## src/rtl/alu_gen_pkg.sv

```systemverilog
// alu_gen shared types: opcodes, FSM states
// and a small opcode legality helper.
package alu_gen_pkg;

  typedef enum logic [3:0] {
    OP_NOP = 4'd0,
    OP_ADD = 4'd1,
    OP_AND = 4'd2,
    OP_XOR = 4'd3,
    OP_MUL = 4'd4,
    OP_SUB = 4'd5,
    OP_SHL = 4'd6,
    OP_SHR = 4'd7
  } operation_t;

  typedef enum logic [1:0] {
    IDLE = 2'd0,
    EXEC = 2'd1,
    MUL  = 2'd2,
    DONE = 2'd3
  } state_t;

  // Opcodes 8..15 are reserved and raise err.
  function automatic logic op_legal(
    input logic [3:0] op
  );
    return !op[3];
  endfunction

endpackage

```

## src/rtl/alu_gen_if.sv

```systemverilog
// alu_gen request/response bundle.
// master = requester, slave = alu core.
interface alu_gen_if #(
  parameter int WIDTH  = 8,
  parameter int ADDR_W = 5
);
  logic                 start;
  logic [3:0]           op;
  logic [WIDTH-1:0]     A;
  logic [WIDTH-1:0]     B;
  logic [ADDR_W-1:0]    wr_addr;
  logic [ADDR_W-1:0]    rd_addr;
  logic                 done;
  logic                 busy;
  logic                 err;
  logic [2*WIDTH-1:0]   result;
  logic [2*WIDTH-1:0]   rd_data;

  modport master (
    output start, op, A, B,
    output wr_addr, rd_addr,
    input  done, busy, err,
    input  result, rd_data
  );

  modport slave (
    input  start, op, A, B,
    input  wr_addr, rd_addr,
    output done, busy, err,
    output result, rd_data
  );
endinterface

```

## src/rtl/alu_gen_mul.sv

```systemverilog
// Iterative unsigned shift-add multiplier,
// one partial product per step.
module alu_gen_mul #(
  parameter int WIDTH = 8
) (
  input  logic               clk,
  input  logic               reset_n,
  input  logic               load,
  input  logic               step,
  input  logic [WIDTH-1:0]   a,
  input  logic [WIDTH-1:0]   b,
  output logic [2*WIDTH-1:0] product
);
  localparam int RW = 2 * WIDTH;

  logic [RW-1:0]    acc;
  logic [RW-1:0]    mcand;
  logic [WIDTH-1:0] mplier;

  // product already includes the step in
  // progress, so the last step's value can
  // be captured on the same edge.
  always_comb begin
    product = acc;
    if (mplier[0])
      product = acc + mcand;
  end

  // Accumulator, shifted multiplicand and
  // consumed multiplier bits.
  always_ff @(posedge clk) begin
    if (!reset_n) begin
      acc    <= '0;
      mcand  <= '0;
      mplier <= '0;
    end else if (load) begin
      acc    <= '0;
      mcand  <= RW'(a);
      mplier <= b;
    end else if (step) begin
      acc    <= product;
      mcand  <= mcand << 1;
      mplier <= mplier >> 1;
    end
  end
endmodule

```

## src/rtl/alu_gen_core.sv

```systemverilog
// alu_gen core: 4-state sequencer, datapath,
// result memory with read-first port.
module alu_gen_core
  import alu_gen_pkg::*;
#(
  parameter int WIDTH = 8,
  parameter int DEPTH = 32
) (
  input logic       clk,
  input logic       reset_n,
  alu_gen_if.slave  bus
);
  localparam int ADDR_W = $clog2(DEPTH);
  localparam int RW     = 2 * WIDTH;
  localparam int SH_W   = $clog2(RW);
  localparam int CW     = $clog2(WIDTH);

  state_t state;
  state_t state_nxt;

  logic [WIDTH-1:0]  a_q;
  logic [WIDTH-1:0]  b_q;
  logic [3:0]        op_q;
  logic [ADDR_W-1:0] wa_q;
  logic [CW-1:0]     cnt;
  logic [RW-1:0]     result_q;
  logic [RW-1:0]     rd_q;
  logic              err_q;
  logic [RW-1:0]     mem [DEPTH];

  logic          accept;
  logic          mul_load;
  logic          mul_step;
  logic          fin;
  logic          legal;
  logic [RW-1:0] exec_res;
  logic [RW-1:0] product;

  alu_gen_mul #(
    .WIDTH (WIDTH)
  ) u_mul (
    .clk     (clk),
    .reset_n (reset_n),
    .load    (mul_load),
    .step    (mul_step),
    .a       (bus.A),
    .b       (bus.B),
    .product (product)
  );

  // State register.
  always_ff @(posedge clk) begin
    if (!reset_n)
      state <= IDLE;
    else
      state <= state_nxt;
  end

  // Next state and control strobes.
  always_comb begin
    state_nxt = state;
    accept    = 1'b0;
    mul_load  = 1'b0;
    mul_step  = 1'b0;
    unique case (state)
      IDLE: begin
        if (bus.start) begin
          accept = 1'b1;
          if (bus.op == OP_MUL) begin
            mul_load  = 1'b1;
            state_nxt = MUL;
          end else if (bus.op != OP_NOP) begin
            state_nxt = EXEC;
          end
        end
      end
      EXEC: state_nxt = DONE;
      MUL: begin
        mul_step = 1'b1;
        if (cnt == CW'(WIDTH - 1))
          state_nxt = DONE;
      end
      DONE: state_nxt = IDLE;
      default: state_nxt = IDLE;
    endcase
  end

  assign fin = (state_nxt == DONE);

  // Result of the latched operation.
  always_comb begin
    exec_res = '0;
    legal    = op_legal(op_q);
    case (op_q)
      OP_ADD: exec_res = RW'(a_q) + RW'(b_q);
      OP_AND: exec_res = RW'(a_q & b_q);
      OP_XOR: exec_res = RW'(a_q ^ b_q);
      OP_MUL: exec_res = product;
      OP_SUB: exec_res = RW'(a_q) - RW'(b_q);
      OP_SHL: exec_res = RW'(a_q) << b_q[SH_W-1:0];
      OP_SHR: exec_res = RW'(a_q) >> b_q[SH_W-1:0];
      default: exec_res = '0;
    endcase
  end

  // Operand latch, step counter, result,
  // error flag and result memory.
  always_ff @(posedge clk) begin
    if (!reset_n) begin
      a_q      <= '0;
      b_q      <= '0;
      op_q     <= '0;
      wa_q     <= '0;
      cnt      <= '0;
      result_q <= '0;
      rd_q     <= '0;
      err_q    <= 1'b0;
      for (int i = 0; i < DEPTH; i++)
        mem[i] <= '0;
    end else begin
      rd_q <= mem[bus.rd_addr];
      if (accept) begin
        a_q   <= bus.A;
        b_q   <= bus.B;
        op_q  <= bus.op;
        wa_q  <= bus.wr_addr;
        cnt   <= '0;
        err_q <= 1'b0;
      end
      if (mul_step)
        cnt <= cnt + 1'b1;
      if (fin) begin
        result_q <= legal ? exec_res : '0;
        err_q    <= !legal;
        if (legal)
          mem[wa_q] <= exec_res;
      end
    end
  end

  assign bus.done    = (state == DONE);
  assign bus.busy    = (state != IDLE);
  assign bus.err     = err_q;
  assign bus.result  = result_q;
  assign bus.rd_data = rd_q;
endmodule

```

## src/flat_wrapper.sv

```systemverilog
// flat-port wrapper written by rule: the top's interface ports become plain ports
module alu_gen_core_flat import alu_gen_pkg::*;
#(
  parameter int WIDTH = 8,
  parameter int DEPTH = 32
)
  (clk, reset_n, bus_start, bus_op, bus_A, bus_B, bus_wr_addr, bus_rd_addr, bus_done, bus_busy, bus_err, bus_result, bus_rd_data);
  alu_gen_if #(.WIDTH(WIDTH), .ADDR_W(5)) bus_i ();
  input logic clk;
  input logic reset_n;
  input wire logic [$bits(bus_i.start)-1:0] bus_start;
  input wire logic [$bits(bus_i.op)-1:0] bus_op;
  input wire logic [$bits(bus_i.A)-1:0] bus_A;
  input wire logic [$bits(bus_i.B)-1:0] bus_B;
  input wire logic [$bits(bus_i.wr_addr)-1:0] bus_wr_addr;
  input wire logic [$bits(bus_i.rd_addr)-1:0] bus_rd_addr;
  output wire logic [$bits(bus_i.done)-1:0] bus_done;
  output wire logic [$bits(bus_i.busy)-1:0] bus_busy;
  output wire logic [$bits(bus_i.err)-1:0] bus_err;
  output wire logic [$bits(bus_i.result)-1:0] bus_result;
  output wire logic [$bits(bus_i.rd_data)-1:0] bus_rd_data;
  assign bus_i.start = bus_start;
  assign bus_i.op = bus_op;
  assign bus_i.A = bus_A;
  assign bus_i.B = bus_B;
  assign bus_i.wr_addr = bus_wr_addr;
  assign bus_i.rd_addr = bus_rd_addr;
  assign bus_done = bus_i.done;
  assign bus_busy = bus_i.busy;
  assign bus_err = bus_i.err;
  assign bus_result = bus_i.result;
  assign bus_rd_data = bus_i.rd_data;
  alu_gen_core #(.WIDTH(WIDTH), .DEPTH(DEPTH)) u_core (.clk(clk), .reset_n(reset_n), .bus(bus_i));
endmodule
```

## config.mk

```make
export PLATFORM = sky130hd
export DESIGN_NAME = alu_gen_core_flat
export DESIGN_NICKNAME = d
export VERILOG_FILES = /design/src/rtl/alu_gen_pkg.sv /design/src/rtl/alu_gen_if.sv /design/src/rtl/alu_gen_mul.sv /design/src/rtl/alu_gen_core.sv /design/src/flat_wrapper.sv
export SDC_FILE = /design/constraint.sdc
export NUM_CORES = 1
export LEC_CHECK = 0
export CAP_MARGIN = 20
export CORE_ASPECT_RATIO = 1.1
export CORE_MARGIN = 2
export CORE_UTILIZATION = 28
export CTS_BUF_LIST = sky130_fd_sc_hd__clkbuf_2
export CTS_CLUSTER_DIAMETER = 60
export DETAILED_ROUTE_END_ITERATION = 10
export PLACE_DENSITY = 0.44
export REMOVE_ABC_BUFFERS = 1
export SYNTH_ARGS = -nofsm -noshare
export SYNTH_HDL_FRONTEND = slang
export SYNTH_SLANG_ARGS = --single-unit
```

## constraint.sdc

```tcl
create_clock -name clk -period 7.9 [get_ports clk]
set_clock_uncertainty 0.1 [all_clocks]
set_input_delay 1.58 -clock clk [delete_from_list [all_inputs] [get_ports clk]]
set_output_delay 1.58 -clock clk [all_outputs]
set_load 0.02 [all_outputs]
```

# After elaboration in Yosys (flattened, before gate mapping)
# Memory sizes are Yosys's and may differ from the RTL's. A register that Yosys moved wholly into a read port is not among the register bits.
# Index checks and enable logic that the tools add are counted.
[classes]
addsub = 4
multipliers = 0
n_div = 0
n_lt_le_gt_ge = 0
n_eq_ne = 13
shifts = 2
n_mux = 30
n_bitwise = 3
n_reduce_logical = 9
[op_table]
columns = ["operator", "count"]
rows = [
  ["$pmux 16 s7", 1],
  ["$mux 16", 3],
  ["$mux 8", 4],
  ["$eq 4x3->1 const B", 5],
  ["$add 16x16->16", 1],
  ["$reduce_or 16->1", 1],
  ["$shl 8x4->16", 1],
  ["$shr 8x4->16", 1],
  ["$mux 1", 14],
  ["$add 8x8->9", 1],
  ["$sub 8x8->9", 1],
  ["$and 8x8->8", 1],
  ["$eq 4x2->1 const B", 2],
  ["$mux 2", 4],
  ["$pmux 2 s4", 1],
  ["$reduce_bool 2->1", 4],
  ["$xor 8x8->8", 1],
  ["$eq 2x2->1 const B", 3],
  ["$mux 3", 2],
  ["$mux 5", 1],
  ["$eq 4x1->1 const B", 1],
  ["$reduce_bool 4->1", 1],
  ["$add 3x1->3 const B", 1],
  ["$eq 3x3->1 const B", 1],
  ["5 further kinds", 5],
]
[word_totals]
register_bits = 87
latch_bits = 0
mem_bits_rw = 512
romBits = 0
inputBits = 33
mem_count = 1
[mem_list]
columns = ["memory", "depth", "width", "read_ports", "rd_ports_with_merged_regs", "wr", "line_no", "rtl"]
rows = [
  ["u_core.mem", 32, 16, 1, 1, 32, "alu_gen_core.sv:29", "logic [RW-1:0] mem [DEPTH];"],
]

# Longest topological paths before layout
# Gate-level depths: netlist of the first run.
[depth]
word_depth = 11
depth_mapped = 13

# Cells and area by module
# A second synthesis of the first run with hierarchy kept.
[unflattened]
cells_unflattened = 2200
area_unflattened_um2 = 28966.5
[modules_own_cells]
columns = ["module", "n_inst", "cells_per_inst", "area_each_um2"]
rows = [
  ["alu_gen_core", 1, 1922, 26522.9],
  ["alu_gen_mul", 1, 278, 2443.6],
]

# Worst setup path after synthesis of the first run
# No wires, ideal clock.
[synth_path]
kind = "input to register"
start = "input bus_op[3]"
end = "memory u_core.mem[25][0] in the netlist's numbering, enable pin"
setup_time_ns = 0.372
t_arrival_ns = 3.435
slack_ns = 3.993
path_stages = 8
n_path_buf = 2
cell_sequence = "o41ai_1 nand3_1 a21boi_0 nor2b_1 buf_2 nand3_2 clkbuf_1 nand2_1"
[synth_lines]
columns = ["item", "line_no", "rtl"]
rows = [
  ["from (decl)", "flat_wrapper.sv:12", "input wire logic [$bits(bus_i.op)-1:0] bus_op;"],
  ["to (decl)", "alu_gen_core.sv:29", ""],
]

==> results.toml, run 1 <==
[status]
status = "completed"

[placed_design]
dp_hpwl_um = 57800
place_ws_ns = 1.98
gp_congestion = 0.827
io_buffers = 67
dp_cells = 3504

[clocking]
post_cts_buffers = 0
cts_buffer_depth = 3
hold_buffers = 0
clock_latency_ns = 1.44
root_buffer = "clkbuf_2"
cts_tree = "built"
cts_sinks = 615
cts_resized = 0
path_clk_slew_ns = 0.09
htreeDepth = 4
numCtsBuffers = 164

[critical_path]
crit_family = "simple AND/OR/NAND/NOR gates"
cp-start-kind = "register"
endpoint_kind = "register"
critical_path_class = "reg2reg"
path_cells = "inv_1, ha_2, buf_4, o21ai_0, a32oi_1, a21boi_1, nor2b_1, nand3_2, nand2_1"
cp_max_fo = 35
cpMaxStageDelayCell = "nor2b_1"
critPathBufInv = 2
critPathMaxStageDelay_ns = 0.91
critPathArrivalTime_ns = 5.74
crit_required_ns = 8.75

[synth]
synthMuxAreaShare_pct = 15.1
ys_seq_area_share_pct = 60.8
synth_edf_count = 512
netlist_instances = 2202
synth_top_family_by_area = "multiplexers"
synth_area_per_cell_um2 = 13.0
synth_compound_area_share_pct = 5.38
synthSimpleGateAreaFrac_pct = 12.8
synthAdderAreaFrac_pct = 1.91
synth-seq-cells = 615
synthFlopType = "edfxtp_1"
ys_async_sr_fraction_pct = 0
synth-xor-area-share_pct = 0.641
yosysWarnings = 0
syn_area_mm2 = 0.0287
synth_cell_types = 73

[sta]
period_share_pct = 61.9
fin_crit_ns = 4.89
hold_violations = 0
fin_setup_tns_ns = 0
drv_slew = 0
worstMarginPinSlew_ns = 1.07
setup_slack_ns = 3.01
setup_viol = 0
timing.fmax_mhz = 204
slew_headroom_pct = 28.5
rsz0062_at_grt = "false"

[cells_and_area]
drive_above_1_share_pct = 23.0
final_core_util_pct = 31.5
fillers = 10344
synthToLayoutAreaGrowth_pct = 12.0
seq_area_mm2 = 0.0174
layout_common_cells = "567 x nor2_1, 512 x edfxtp_1, 247 x clkbuf_2, 191 x nand2_1, 168 x mux4_2"
fin_cells = 3800
layout_commonest_cell = "nor2_1"
multiInputGateArea_mm2 = 0.0104
fin_nets = 2371

[worst_hold_path]
hold_path_class = "reg2reg"

[pwr]
ir_drop_mv = 0.116
p_leak_nw = 10.8
cellPowerDensity_mw_per_mm2 = 217

[detailed_routing]
drc = 0
wl_per_cell_um = 23.1
postRouteAntennaNets = 0
viasPerCell = 4.85
first_pass_iters = 5
postRouteWirelength_um = 87800
drt_iter0_drc = 1682
vias = 18439

[run]
maxCapViolations = 0

[floorplan]
dieArea_mm2 = 0.105
coreArea_mm2 = 0.102
chipHeight_um = 340
start_util_pct = 28.2
die_w_um = 309
row_count = 123
pin_count = 68

[global_routing]
grt.total_usage_pct = 16.9
antenna_found_initial = 7
grt_max_degree = 84
grt_pass1_wl_um = 128000
grt_pass1_vias = 18720
globalRoute.totalOverflow = 0
-- layout make-up --
class                           count  area share, %
Clock inverter                     44          0.919
Antenna cell                        4         0.0312
Tap cell                         1375           5.35
Clock buffer                      247           3.85
Timing Repair Buffer              105           3.02
Sequential cell                   615           54.3
Inverter                           28          0.327
Multi-Input combinational cell   1382           32.2
-- metal layers --
metal	vias to the layer above	wire length [um]	global-route usage [%]
li1	8287	-	-
met5	-	27	0
met1	9328	38100	22.7
met2	694	41700	26.9
met3	126	5900	3.88
met4	4	2010	5.35
-- power by group --
part	internal, mW	switching [mW]
Sequential	3.63	0.0984
Clock	0.941	1.40
Combinational	0.321	0.585
Total	4.89	2.08
-- state kept, by name, indices dropped and copies added, names as in the netlist --
register	count
u_core.op_q	4
u_core.cnt	3
u_core.bus.result	16
u_core.b_q	8
u_core.bus.rd_data	16
u_core.bus.err	1
u_core.wa_q	5
u_core.state	2
u_core.u_mul.mcand	16
u_core.u_mul.acc	16
u_core.mem	512
u_core.u_mul.mplier	8
u_core.a_q	8
-- synth_stat cells, drive strengths merged (28+ instances only) --
library cell / count / area share [%]
a21oi: 77 / 1.5
nand2: 191 / 2.5
edfxtp: 512 / 54
nor2: 598 / 8.1
mux2i: 49 / 1.7
mux4: 168 / 13
clkbuf: 86 / 1.1
o21ai: 44 / 0.77
buf: 91 / 1.9
dfxtp: 103 / 7.2
ha: 39 / 1.7
inv: 28 / 0.37
-- worst paths after layout --
kind | from | to | slack [ns] | cells after the start
max reg2reg | u_core.state[0] | u_core.mem[29][5] | 3.01 | 9
min reg2reg | u_core.wa_q[2] | u_core.wa_q[2] | 0.38 | 2
min | u_core.wa_q[2] | u_core.wa_q[2] | 0.38 | 2
max | u_core.state[0] | u_core.mem[29][5] | 3.01 | 9
-- stage by stage --
stage / power, mW / cell area, um^2 / hold slack (ns)
floorplan: 4.26 / 27800 / 0.344
global placement: 4.71 / 30600 / 0.364
detailed placement: 4.71 / 30600 / 0.368
CTS: 7.07 / 32100 / 0.283
global route: 7.30 / 32100 / 0.376
finish: 6.97 / 32100 / 0.379
-- worst min-delay path, stage by stage, from the launching register on --
cell and delay [ns]:
dfxtp_1 0.33, nand2_1 0.05, a21oi_1 0.05
-- cell families after synthesis --
kind of cell,count (synthesis)
buffers and inverters,205
adder cells (fa/ha/maj),42
AND/OR/NAND/NOR,878
flip-flops,615
multiplexers,221
XOR/XNOR,21
AO/OA/AOI/OAI,220
Power figures use the tool's default switching activity.
==> run 2: changes to the inputs <==
Settings changed: PLACE_DENSITY 0.44 to 0.46.
Clock period 7.9 ns to 4 ns, I/O delays scaled along.
==> results.toml, run 2 (synthesized netlist as in run 1, its figures left out) <==
[detailed_routing]
viasPerCell = 4.81
vias = 18780
postRouteAntennaNets = 0
drc = 0
drt_iter0_drc = 1476
wl_per_cell_um = 22.1
postRouteWirelength_um = 86300
first_pass_iters = 5

[clocking]
clock_latency_ns = 1.40
cts_buffer_depth = 3
cts_tree = "built"
root_buffer = "clkbuf_2"
cts_sinks = 615
numCtsBuffers = 163
htreeDepth = 4
path_clk_slew_ns = 0.09

[cells_and_area]
fillers = 10338
max_flop_register = "u_core.mem"
fin_nets = 2484
fin_cells = 3902
final_core_util_pct = 32.5
layout_common_cells = "567 x nor2_1, 512 x edfxtp_1, 232 x clkbuf_2, 191 x nand2_1, 168 x mux4_2"
largest_reg_flops = 512
layout_commonest_cell = "nor2_1"
drive_above_1_share_pct = 24.7
synthToLayoutAreaGrowth_pct = 15.5

[critical_path]
critPathArrivalTime_ns = 2.71
timing.rr.end = "u_core.mem[0][12]"
cp_max_fo = 5
crit_family = "buffers and inverters"
cpMaxStageDelayCell = "clkdlybuf4s50_1"
cp-start-kind = "register"
critPathMaxStageDelay_ns = 0.66
reg2reg_depth = 12
r2r_slack_ns = 0.56
critical_path_class = "reg2out"
worstReg2RegStart = "u_core.a_q[0]"
critPathBufInv = 1
endpoint_kind = "output pin"
path_cells = "ha_1, clkdlybuf4s50_1"
crit_required_ns = 3.10

[floorplan]
pin_count = 68
dieArea_mm2 = 0.105
row_count = 123
coreArea_mm2 = 0.102
start_util_pct = 28.2
die_w_um = 309
chipHeight_um = 340

[global_routing]
grt_max_degree = 78
grt_pass1_wl_um = 128000
grt.total_usage_pct = 16.7
globalRoute.totalOverflow = 0
antenna_found_initial = 3
grt_pass1_vias = 19450

[sta]
hold_violations = 0
setup_slack_ns = 0.393
fin_crit_ns = 3.61
worstMarginPinSlew_ns = 1.05
setup_viol = 0
period_share_pct = 90.2
timing.fmax_mhz = 277
drv_slew = 0
rsz0062_at_grt = "false"
slew_headroom_pct = 30.1

[pwr]
p_leak_nw = 11.3
combPwrFrac_pct = 14.1
p_switching_mw = 4.00
swShare_pct = 29.6
power_frac_seq_pct = 54.1
ir_drop_mv = 0.209
cellPowerDensity_mw_per_mm2 = 408
p_clk_share_pct = 31.9
p_int_mw = 9.52

[placed_design]
io_buffers = 67
dp_hpwl_um = 56600
gp_congestion = 0.827
dp_cells = 3591
place_ws_ns = 0.392

[status]
status = "completed"

[worst_hold_path]
min_to = "u_core.bus.result[12]"
hold_path_class = "reg2reg"
hold_depth = 2
min-delay-start = "u_core.bus.result[12]"

[run]
maxCapViolations = 0
[run 2: changes by cell type in the layout (fill, tap and decap cells not counted), moves of 2 or more]
cell and delta:
buf_12 +16, buf_4 +72, bufinv_16 -2, clkbuf_2 -15, clkinv_1 +7, clkinv_2 -2, clkinv_4 +4, dlygate4sd3_1 +28
inv_6 -2
[run 2: how the worst max path moves through the flow]
stage | start | slack [ns] | endpoint | depth (start not counted)
finish | u_core.state[0] | 0.39 | bus_done | 2
global route | u_core.state[1] | 0.08 | bus_done | 2
CTS | u_core.state[0] | 0.07 | bus_done | 2
detailed placement | bus_op[3] | 0.39 | u_core.mem[5][3] | 9
global placement | bus_op[3] | 0.38 | u_core.mem[6][15] | 9
floorplan | u_core.state[0] | -0.59 | u_core.mem[24][0] | 8
[run 2: worst min-delay path, cell delays in order, from the launching register on]
cell,delay [ns]
dfxtp_1,0.34
nand2_1,0.05
o21ai_0,0.06
[run 2: through the flow]
| step | hold slack, ns | power, mW | TNS [ns] | area (um^2) |
|---|---|---|---|---|
| 5_1_grt | 0.243 | 14.2 | 0 | 33100 |
| 3_5_place_dp | 0.360 | 9.36 | 0 | 31400 |
| 3_3_place_gp | 0.353 | 9.34 | 0 | 31400 |
| 6_report | 0.375 | 13.5 | 0 | 33100 |
| 4_1_cts | 0.203 | 13.8 | 0 | 33100 |
| 2_1_floorplan | 0.344 | 8.42 | -181.04 | 27800 |
[run 2: layout make-up]
class / count / area (um^2) / share of cell area [%]
antenna: 3 / 7.51 / 0.0227
multi-input combinational: 1382 / 10400 / 31.2
inverter: 28 / 105 / 0.317
clock buffer: 232 / 1160 / 3.50
timing repair buffer: 219 / 2090 / 6.30
sequential: 615 / 17400 / 52.6
tap: 1375 / 1720 / 5.19
clock inverter: 48 / 262 / 0.789
[run 2: routing by layer]
metal | part of all wire, % | up-vias | track usage (%)
li1 | - | 8496 | -
met1 | 44 | 9529 | 22.1
met2 | 49 | 642 | 27.2
met3 | 5.7 | 113 | 3.19
met4 | 2.3 | 0 | 5.77
met5 | 0 | - | 0
[run 2: power groups by stage]
stage | Clock, mW | Combinational (mW) | Sequential, mW
6_report | 4.31 | 1.90 | 7.31
5_1_grt | 4.83 | 2.04 | 7.34
4_1_cts | 4.52 | 1.92 | 7.31
3_5_place_dp | 0 | 1.90 | 7.46
3_3_place_gp | 0 | 1.89 | 7.45
2_1_floorplan | 0 | 0.972 | 7.45
[run 2: what timing repair did]
item                       4_1_cts  5_1_grt
hold endpoints to repair        51        0
setup buffers                    0        0
resized for setup                1        0
setup endpoints to repair        1        0
hold buffers                    28        0
